[src/rtl/pipe_pkg.sv]
// ============================================================================
// Module : pipe_pkg
// Brief  : Shared pipeline control-bundle layout, widths and ALU encodings.
// Rev    : 1.0  initial release
// ============================================================================
`default_nettype none

package pipe_pkg;

    localparam int c_ALUSRC_W   = 2;
    localparam int c_ALUCTRL_W  = 5;
    localparam int c_REGDST_W   = 2;
    localparam int c_MEMTOREG_W = 2;
    localparam int c_PCSRC_W    = 2;

    typedef struct packed {
        logic [c_ALUSRC_W-1:0]   alu_src;
        logic [c_ALUCTRL_W-1:0]  alu_ctrl;
        logic                    sign;
        logic [c_REGDST_W-1:0]   reg_dst;
        logic                    mem_wr;
        logic                    branch;
        logic [c_MEMTOREG_W-1:0] mem_to_reg;
        logic                    reg_wr;
        logic [c_PCSRC_W-1:0]    pc_src;
        logic                    lu_op;
    } idex_ctrl_t;

    localparam int         CTRL_W      = $bits(idex_ctrl_t);
    // All-zero keeps reg_wr/mem_wr deasserted for bubble slots
    localparam idex_ctrl_t BUBBLE_CTRL = '0;

    localparam logic [c_ALUCTRL_W-1:0] c_ALU_ADD = 5'd0;
    localparam logic [c_ALUCTRL_W-1:0] c_ALU_SUB = 5'd1;
    localparam logic [c_ALUCTRL_W-1:0] c_ALU_AND = 5'd2;
    localparam logic [c_ALUCTRL_W-1:0] c_ALU_OR  = 5'd3;
    localparam logic [c_ALUCTRL_W-1:0] c_ALU_XOR = 5'd4;
    localparam logic [c_ALUCTRL_W-1:0] c_ALU_NOR = 5'd5;
    localparam logic [c_ALUCTRL_W-1:0] c_ALU_SLT = 5'd6;
    localparam logic [c_ALUCTRL_W-1:0] c_ALU_SLL = 5'd7;
    localparam logic [c_ALUCTRL_W-1:0] c_ALU_SRL = 5'd8;
    localparam logic [c_ALUCTRL_W-1:0] c_ALU_SRA = 5'd9;

endpackage

`default_nettype wire

[src/rtl/sat_counter.sv]
// ============================================================================
// Module : sat_counter
// Brief  : Saturating event counter, holds at all-ones instead of wrapping.
// Rev    : 1.0  initial release
// ============================================================================
`default_nettype none

module sat_counter #(
    parameter int CNT_W = 16
) (
    input  logic             clk,
    input  logic             reset,
    input  logic             inc,
    output logic [CNT_W-1:0] count
);

    logic [CNT_W-1:0] r_count;

    always_ff @(posedge clk or posedge reset) begin
        if (reset) begin
            r_count <= '0;
        end else if (inc && (r_count != {CNT_W{1'b1}})) begin
            r_count <= r_count + 1'b1;
        end
    end

    assign count = r_count;

endmodule

`default_nettype wire

[src/rtl/pipe_stage_skid.sv]
// ============================================================================
// Module : pipe_stage_skid
// Brief  : Inter-stage pipeline register with valid/ready, flush, optional
//          skid entry and saturating stall/flush statistics.
// Rev    : 1.0  initial release
// ============================================================================
`default_nettype none

module pipe_stage_skid #(
    parameter int                 DATA_W      = 32,
    parameter int                 CTRL_W      = pipe_pkg::CTRL_W,
    parameter logic [CTRL_W-1:0]  BUBBLE_CTRL = pipe_pkg::BUBBLE_CTRL,
    parameter int                 SKID        = 1,
    parameter int                 CNT_W       = 16
) (
    input  logic              clk,
    input  logic              reset,
    input  logic              flush,
    input  logic              in_valid,
    output logic              in_ready,
    input  logic [DATA_W-1:0] in_data,
    input  logic [CTRL_W-1:0] in_ctrl,
    output logic              out_valid,
    input  logic              out_ready,
    output logic [DATA_W-1:0] out_data,
    output logic [CTRL_W-1:0] out_ctrl,
    output logic [CNT_W-1:0]  stall_cnt,
    output logic [CNT_W-1:0]  flush_cnt
);

    logic              r_main_valid;
    logic [DATA_W-1:0] r_main_data;
    logic [CTRL_W-1:0] r_main_ctrl;
    logic              r_skid_valid;
    logic [DATA_W-1:0] r_skid_data;
    logic [CTRL_W-1:0] r_skid_ctrl;

    logic w_accept;
    logic w_drain;

    assign w_accept = in_valid & in_ready;
    assign w_drain  = r_main_valid & out_ready;

    always_ff @(posedge clk or posedge reset) begin
        if (reset) begin
            r_main_valid <= 1'b0;
            r_main_data  <= '0;
            r_main_ctrl  <= BUBBLE_CTRL;
            r_skid_valid <= 1'b0;
            r_skid_data  <= '0;
            r_skid_ctrl  <= BUBBLE_CTRL;
        end else if (flush) begin
            // Data is left in place; only validity and control are squashed
            r_main_valid <= 1'b0;
            r_main_ctrl  <= BUBBLE_CTRL;
            r_skid_valid <= 1'b0;
        end else if (!r_main_valid || w_drain) begin
            if (r_skid_valid) begin
                r_main_valid <= 1'b1;
                r_main_data  <= r_skid_data;
                r_main_ctrl  <= r_skid_ctrl;
                r_skid_valid <= 1'b0;
            end else if (w_accept) begin
                r_main_valid <= 1'b1;
                r_main_data  <= in_data;
                r_main_ctrl  <= in_ctrl;
            end else begin
                r_main_valid <= 1'b0;
                r_main_ctrl  <= BUBBLE_CTRL;
            end
        end else if (w_accept && (SKID != 0)) begin
            r_skid_valid <= 1'b1;
            r_skid_data  <= in_data;
            r_skid_ctrl  <= in_ctrl;
        end
    end

    generate
        if (SKID != 0) begin : g_skid
            // Skid occupancy is registered, so in_ready has no path from out_ready
            assign in_ready = ~r_skid_valid;
        end else begin : g_single
            assign in_ready = out_ready | ~r_main_valid;
        end
    endgenerate

    assign out_valid = r_main_valid;
    assign out_data  = r_main_data;
    assign out_ctrl  = r_main_ctrl;

    sat_counter #(.CNT_W(CNT_W)) u_stall_cnt (
        .clk   (clk),
        .reset (reset),
        .inc   (r_main_valid & ~out_ready),
        .count (stall_cnt)
    );

    sat_counter #(.CNT_W(CNT_W)) u_flush_cnt (
        .clk   (clk),
        .reset (reset),
        .inc   (flush),
        .count (flush_cnt)
    );

endmodule

`default_nettype wire

[config.mk]
export PLATFORM = sky130hd
export DESIGN_NAME = pipe_stage_skid
export DESIGN_NICKNAME = d
export VERILOG_FILES = /design/src/rtl/pipe_pkg.sv /design/src/rtl/sat_counter.sv /design/src/rtl/pipe_stage_skid.sv
export SDC_FILE = /design/constraint.sdc
export NUM_CORES = 1
export LEC_CHECK = 0
export CAP_MARGIN = 20
export CORE_MARGIN = 2
export CORE_UTILIZATION = 31
export DETAILED_ROUTE_END_ITERATION = 6
export DONT_BUFFER_PORTS = 1
export GPL_ROUTABILITY_DRIVEN = 0
export PLACE_DENSITY = 0.41
export SLEW_MARGIN = 10
export SYNTH_ARGS = -nofsm -noshare
export SYNTH_HDL_FRONTEND = slang
export SYNTH_SLANG_ARGS = --single-unit
export TNS_END_PERCENT = 5
[constraint.sdc]
create_clock -name clk -period 9.1 [get_ports clk]
set_clock_uncertainty 0.2 [all_clocks]
set_input_delay 1.82 -clock clk [delete_from_list [all_inputs] [get_ports clk]]
set_output_delay 1.82 -clock clk [all_outputs]
set_load 0.05 [all_outputs]
Word-level counts from Yosys, hierarchy flattened --
Index checks and enable logic that the tools add are counted.
Operators by class: $add $sub $neg 2, eq/ne operators 2, multiplexer cells 13, bitwise logic cells 7, reductions and logical operators 9
Operators with widths (count):
- two-way mux 18 bit | 4
- two-way mux 32 bit | 2
- adder 16 x 1 -> 16 bit, second input constant | 2
- inequality test 16 bit, second input constant | 2
- two-way mux 1 bit | 7
- AND reduction 3 bit | 2
- inverter 1 bit | 4
- nonzero test 2 bit | 2
- bitwise AND 1 bit | 3
- nonzero test 3 bit | 1
- logical AND 1 bit | 2
- logical NOT 1 bit | 1
- logical OR 1 bit | 1
Storage, ports and cells: flip-flop bits (word level) 134, output and inout port bits 84, word-level logic and storage cells 41

Logic depth before layout (Yosys ltp) --
depth in word-level cells 6, gate-level depth with buffers 7

Cells and area by module --
A second synthesis with hierarchy kept.
Second synthesis, totals: cells, all modules 444, area total of the unflattened synthesis 6165.9 um2
Modules (own cells, without submodules):
- pipe_stage_skid | times used 1, cells each 302, area each 4554.4 um2, seq. area each 2552.4 um2
- sat_counter | times used 2, cells each 71, area each 805.8 um2, seq. area each 400.4 um2

Worst setup path after synthesis --
No wires, ideal clock.
kind input to register, start input port out_ready, end register u_stall_cnt.r_count[10], in the netlist u_stall_cnt.count[10], setup time 145 ps, arrival time 2883 ps, data required time 8755 ps, setup slack 5872 ps, cell stages on the path 6, cells stage by stage nand2b_1 -> buf_2 -> or2_2 -> clkbuf_1 -> nor4_1 -> xor2_1
On the way: word-level cells in the longest chain between the ends 3
RTL lines:
- start, declared | RTL line pipe_stage_skid.sv:24 | input logic out_ready,
- inverter 1 bit | RTL line pipe_stage_skid.sv:94 | .inc (r_main_valid & ~out_ready),
- bitwise AND 1 bit | RTL line pipe_stage_skid.sv:94
- logical AND 1 bit | RTL line sat_counter.sv:22 | end else if (inc && (r_count != {CNT_W{1'b1}})) begin
- end signal, assigned | RTL line sat_counter.sv:23 | r_count <= r_count + 1'b1;
- end, declared | RTL line sat_counter.sv:17 | logic [CNT_W-1:0] r_count;
Every way passes these cells. A chain may end at the register's enable or synchronous reset.

Final worst setup path --
start input port out_ready, end register r_skid_data[15]
On the way: word-level cells in the longest chain between the ends 4
RTL lines:
- bitwise AND 1 bit | RTL line pipe_stage_skid.sv:42 | assign w_drain = r_main_valid & out_ready;
- logical OR 1 bit | RTL line pipe_stage_skid.sv:57 | end else if (!r_main_valid || w_drain) begin
- inverter 1 bit (no source line)
- AND reduction 3 bit (no source line)
- end signal, assigned | RTL line pipe_stage_skid.sv:73 | r_skid_data <= in_data;
- end, declared | RTL line pipe_stage_skid.sv:35 | logic [DATA_W-1:0] r_skid_data;
Every way passes these cells.

==> impl_results.md <==
* Outcome: finished, final reports clean
* # Max-Cap Violations at 0
* Clock Sinks at approximately 130
* Final worst slack at 5.26 ns
* # setup viols final at 0
* Hold Startpoint: r_skid_data[9]
* Post-synth top area cell: dfrtp_1
* GRT Util Overall at 13.9%
* Critical Path Source Type: input pin
* Post-Synthesis Cells at 499
* Worst Hold Path Cells at 1
* Max Slew Vio Count at 0
* Hpwl dp at about 8.8 mm
* R2R Path End: r_skid_data[15]
* Share of the synthesized area in the top cell type at 57.0%
* R2R Path Start: out_valid
* CTS Buf Count at 17
* Drt wl/cell at 18.0 µm
* Most instantiated cells after synthesis: dfrtp_1, nor2_1, mux2_2
* Die area at roughly 20000 µm²
* Dominant cell by count in the synthesized netlist: dfrtp_1
* Final Core Density at 35.8%
* Asr flop ratio synth at 100%
* Power per cell area at 275 nW/µm²
* Peak supply drop at roughly 0.00013 V
* Gr ovfl total at 0
* Crit path DAT at 3.93 ns
* Worst Setup End Kind: flip-flop
* Leak at slightly below 3 nW
* Share of layout cells above drive strength 1 at 20.9%
* Largest net degree at the start of global routing at between 70 and 80
* Hold buffers post-CTS at 0
* PostCTS Resize Cnt at 0
* Clock Pin Slew Worst Setup and Hold Paths at around 0.06 ns
* Total setup buffers inserted after CTS at 0
* Worst r2r path cells at 5
* Sequential fraction of the synthesis area at 57.0%
* Root Buffer: clkbuf_16
* Standard-cell rows at 50
* Max Fclk at 261 MHz
* CTS tree: done
* Vias in the first global route at 3963
* Post-layout minimum cycle time at roughly 3.8 ns
* DP Worst Slack at 4.78 ns
* R2r setup slk at around 6.0 ns
* Hold Path End: r_skid_data[9]
* Filler cell count at ~1900
* Initial antenna violation count at 0
* EDFF count, synth at 0
* Htree depth at 4
* Drt pass-1 iters at 5
* Antenna Nets Post-Route at 0
* RSZ-0062 raised after global routing: no
* Tcrit/Tclk final at a little over two fifths
* Final Net Count at 550
* Num ports at 139
* DRT Wirelength at around 13 mm
* Die X at ~140 µm
* Fin. Hold Viols at 0
* Hold_ws at ~0.3 ns
* Post-synth top flop: dfrtp_1
* Worst Hold Class: reg -> reg
* Warnings from Yosys at 0
* Initial Utilization at 31.6%
* CTS Buffer Depth at 2
* Die height at 142 µm
* Setup TNS at 0 ns
* Iteration-0 DRC Markers at 108
* FF+latch count, synth at about 130
* N_diodes at 0
* Vias per cell at 5.01
* Global-route wire length before repair at 21.6 mm
* Slew @ Worst Pin at 0.968 ns
* Area of the core at roughly 19000 µm²
* Final instance area at approximately 6700 µm²
* Distinct cell type count after synthesis at 41
* CP Data Required Time at 9.20 ns
* Post-DP Area at between 6000 and 7000 µm²
* Mean post-synth cell area at 11.8 µm²
* Area grow syn2layout at 13.5%
* Vias at 3710
* Post-Syn Nets at roughly 560
* Kind of critical path: in -> reg
* I/O Buffers at 0
* Ranking of synthesized cells by area: dfrtp_1, mux2_2, mux2i_1, a21oi_1, nor2_1
* Top fanout value on the critical path at 43
* DRC at 0
* Worst-Skew Late Latency at 0.41 ns
* Slew margin rel. at 35.5%
* Syn Std Cell Area at 5880 µm²
[metal layers]
layer / GRT usage, % / vias to the layer above / wire, µm
li1: - / 1766 / -
met1: 16.1 / 1820 / 5590
met2: 21.8 / 102 / 6120
met3: 6.88 / 22 / 1270
met4: 6.16 / 0 / 335
met5: 0 / - / 0
[cell type report]
cell class / instances / area [µm²] / area share, %
repair buffers: 4 / 30.0 / 0.450
inverters: 4 / 20.0 / 0.300
multi-input cells: 332 / 2410 / 36.1
clock inverters: 11 / 101 / 1.52
clock buffers: 21 / 470 / 7.05
well taps: 234 / 293 / 4.38
flip-flops and latches: 134 / 3350 / 50.2
[kinds of logic after synthesis]
group | synth area share, %
mux | 15.8
fa+ha+maj | 0.425
buf+inv | 2.28
xor+xnor | 3.57
flops | 57.0
compound gates | 7.95
simple gates | 13.0
[critical path, cell delays in order]
cell and delay [ns]:
nand2b_2 0.62, nor2_1 0.13, nand2_2 0.48, buf_4 0.47, mux2_2 0.38
[cell usage in the layout (no fill, tap or decap), drive strengths merged]
cell type / Yosys / layout
mux2i: 33 / 33
inv: 4 / 4
ha: 2 / 2
nor4b: 3 / 3
nor4: 8 / 8
and4: 3 / 3
o21ai: 4 / 4
nand2: 15 / 15
nor2b: 2 / 2
nand4: 9 / 9
bufinv: 0 / 1
dfrtp: 134 / 134
o31ai: 2 / 2
nor3: 7 / 7
mux2: 53 / 53
o21bai: 1 / 1
clkinv: 0 / 6
a211oi: 19 / 19
xnor2: 2 / 2
clkinvlp: 0 / 4
nor3b: 3 / 3
nand3: 9 / 9
or4: 1 / 1
and2: 1 / 1
nand2b: 2 / 2
or2: 5 / 5
nor2: 57 / 57
and3: 14 / 14
xor2: 22 / 22
nand3b: 1 / 1
clkbuf: 14 / 21
a22oi: 5 / 5
a21oi: 49 / 49
buf: 15 / 4
[flip-flops by register name, summed over array words and instances, names as in the netlist]
name,flops
out_data,32
r_skid_data,32
out_ctrl,18
r_skid_ctrl,18
u_flush_cnt.count,16
u_stall_cnt.count,16
out_valid,1
r_skid_valid,1
[how the worst max path moves through the flow]
stage	from	to	slack, ns	cells after the start
global placement	out_ready	r_skid_data[12]	4.83	5
finish	out_ready	r_skid_data[15]	5.26	5
global route	out_ready	r_skid_data[19]	5.06	5
CTS	out_ready	r_skid_data[24]	5.24	5
floorplan	reset	out_ctrl[0]	3.50	1
detailed placement	out_ready	r_skid_data[24]	4.78	5
[power by group]
part,total (W),leakage (nW),switching (W),internal (W)
clock network,0.000657,0.271,0.000260,0.000397
registers,0.00100,1.64,0.000292,0.000710
logic,0.000176,0.994,0.0000779,0.0000978
[metrics by stage]
step / std cells / total power (W)
detailed placement: 708 / 0.00119
finish: 740 / 0.00183
global placement: 708 / 0.00118
global route: 740 / 0.00193
CTS: 740 / 0.00186
floorplan: 499 / 0.00114
(Power assumes the default switching activity.)
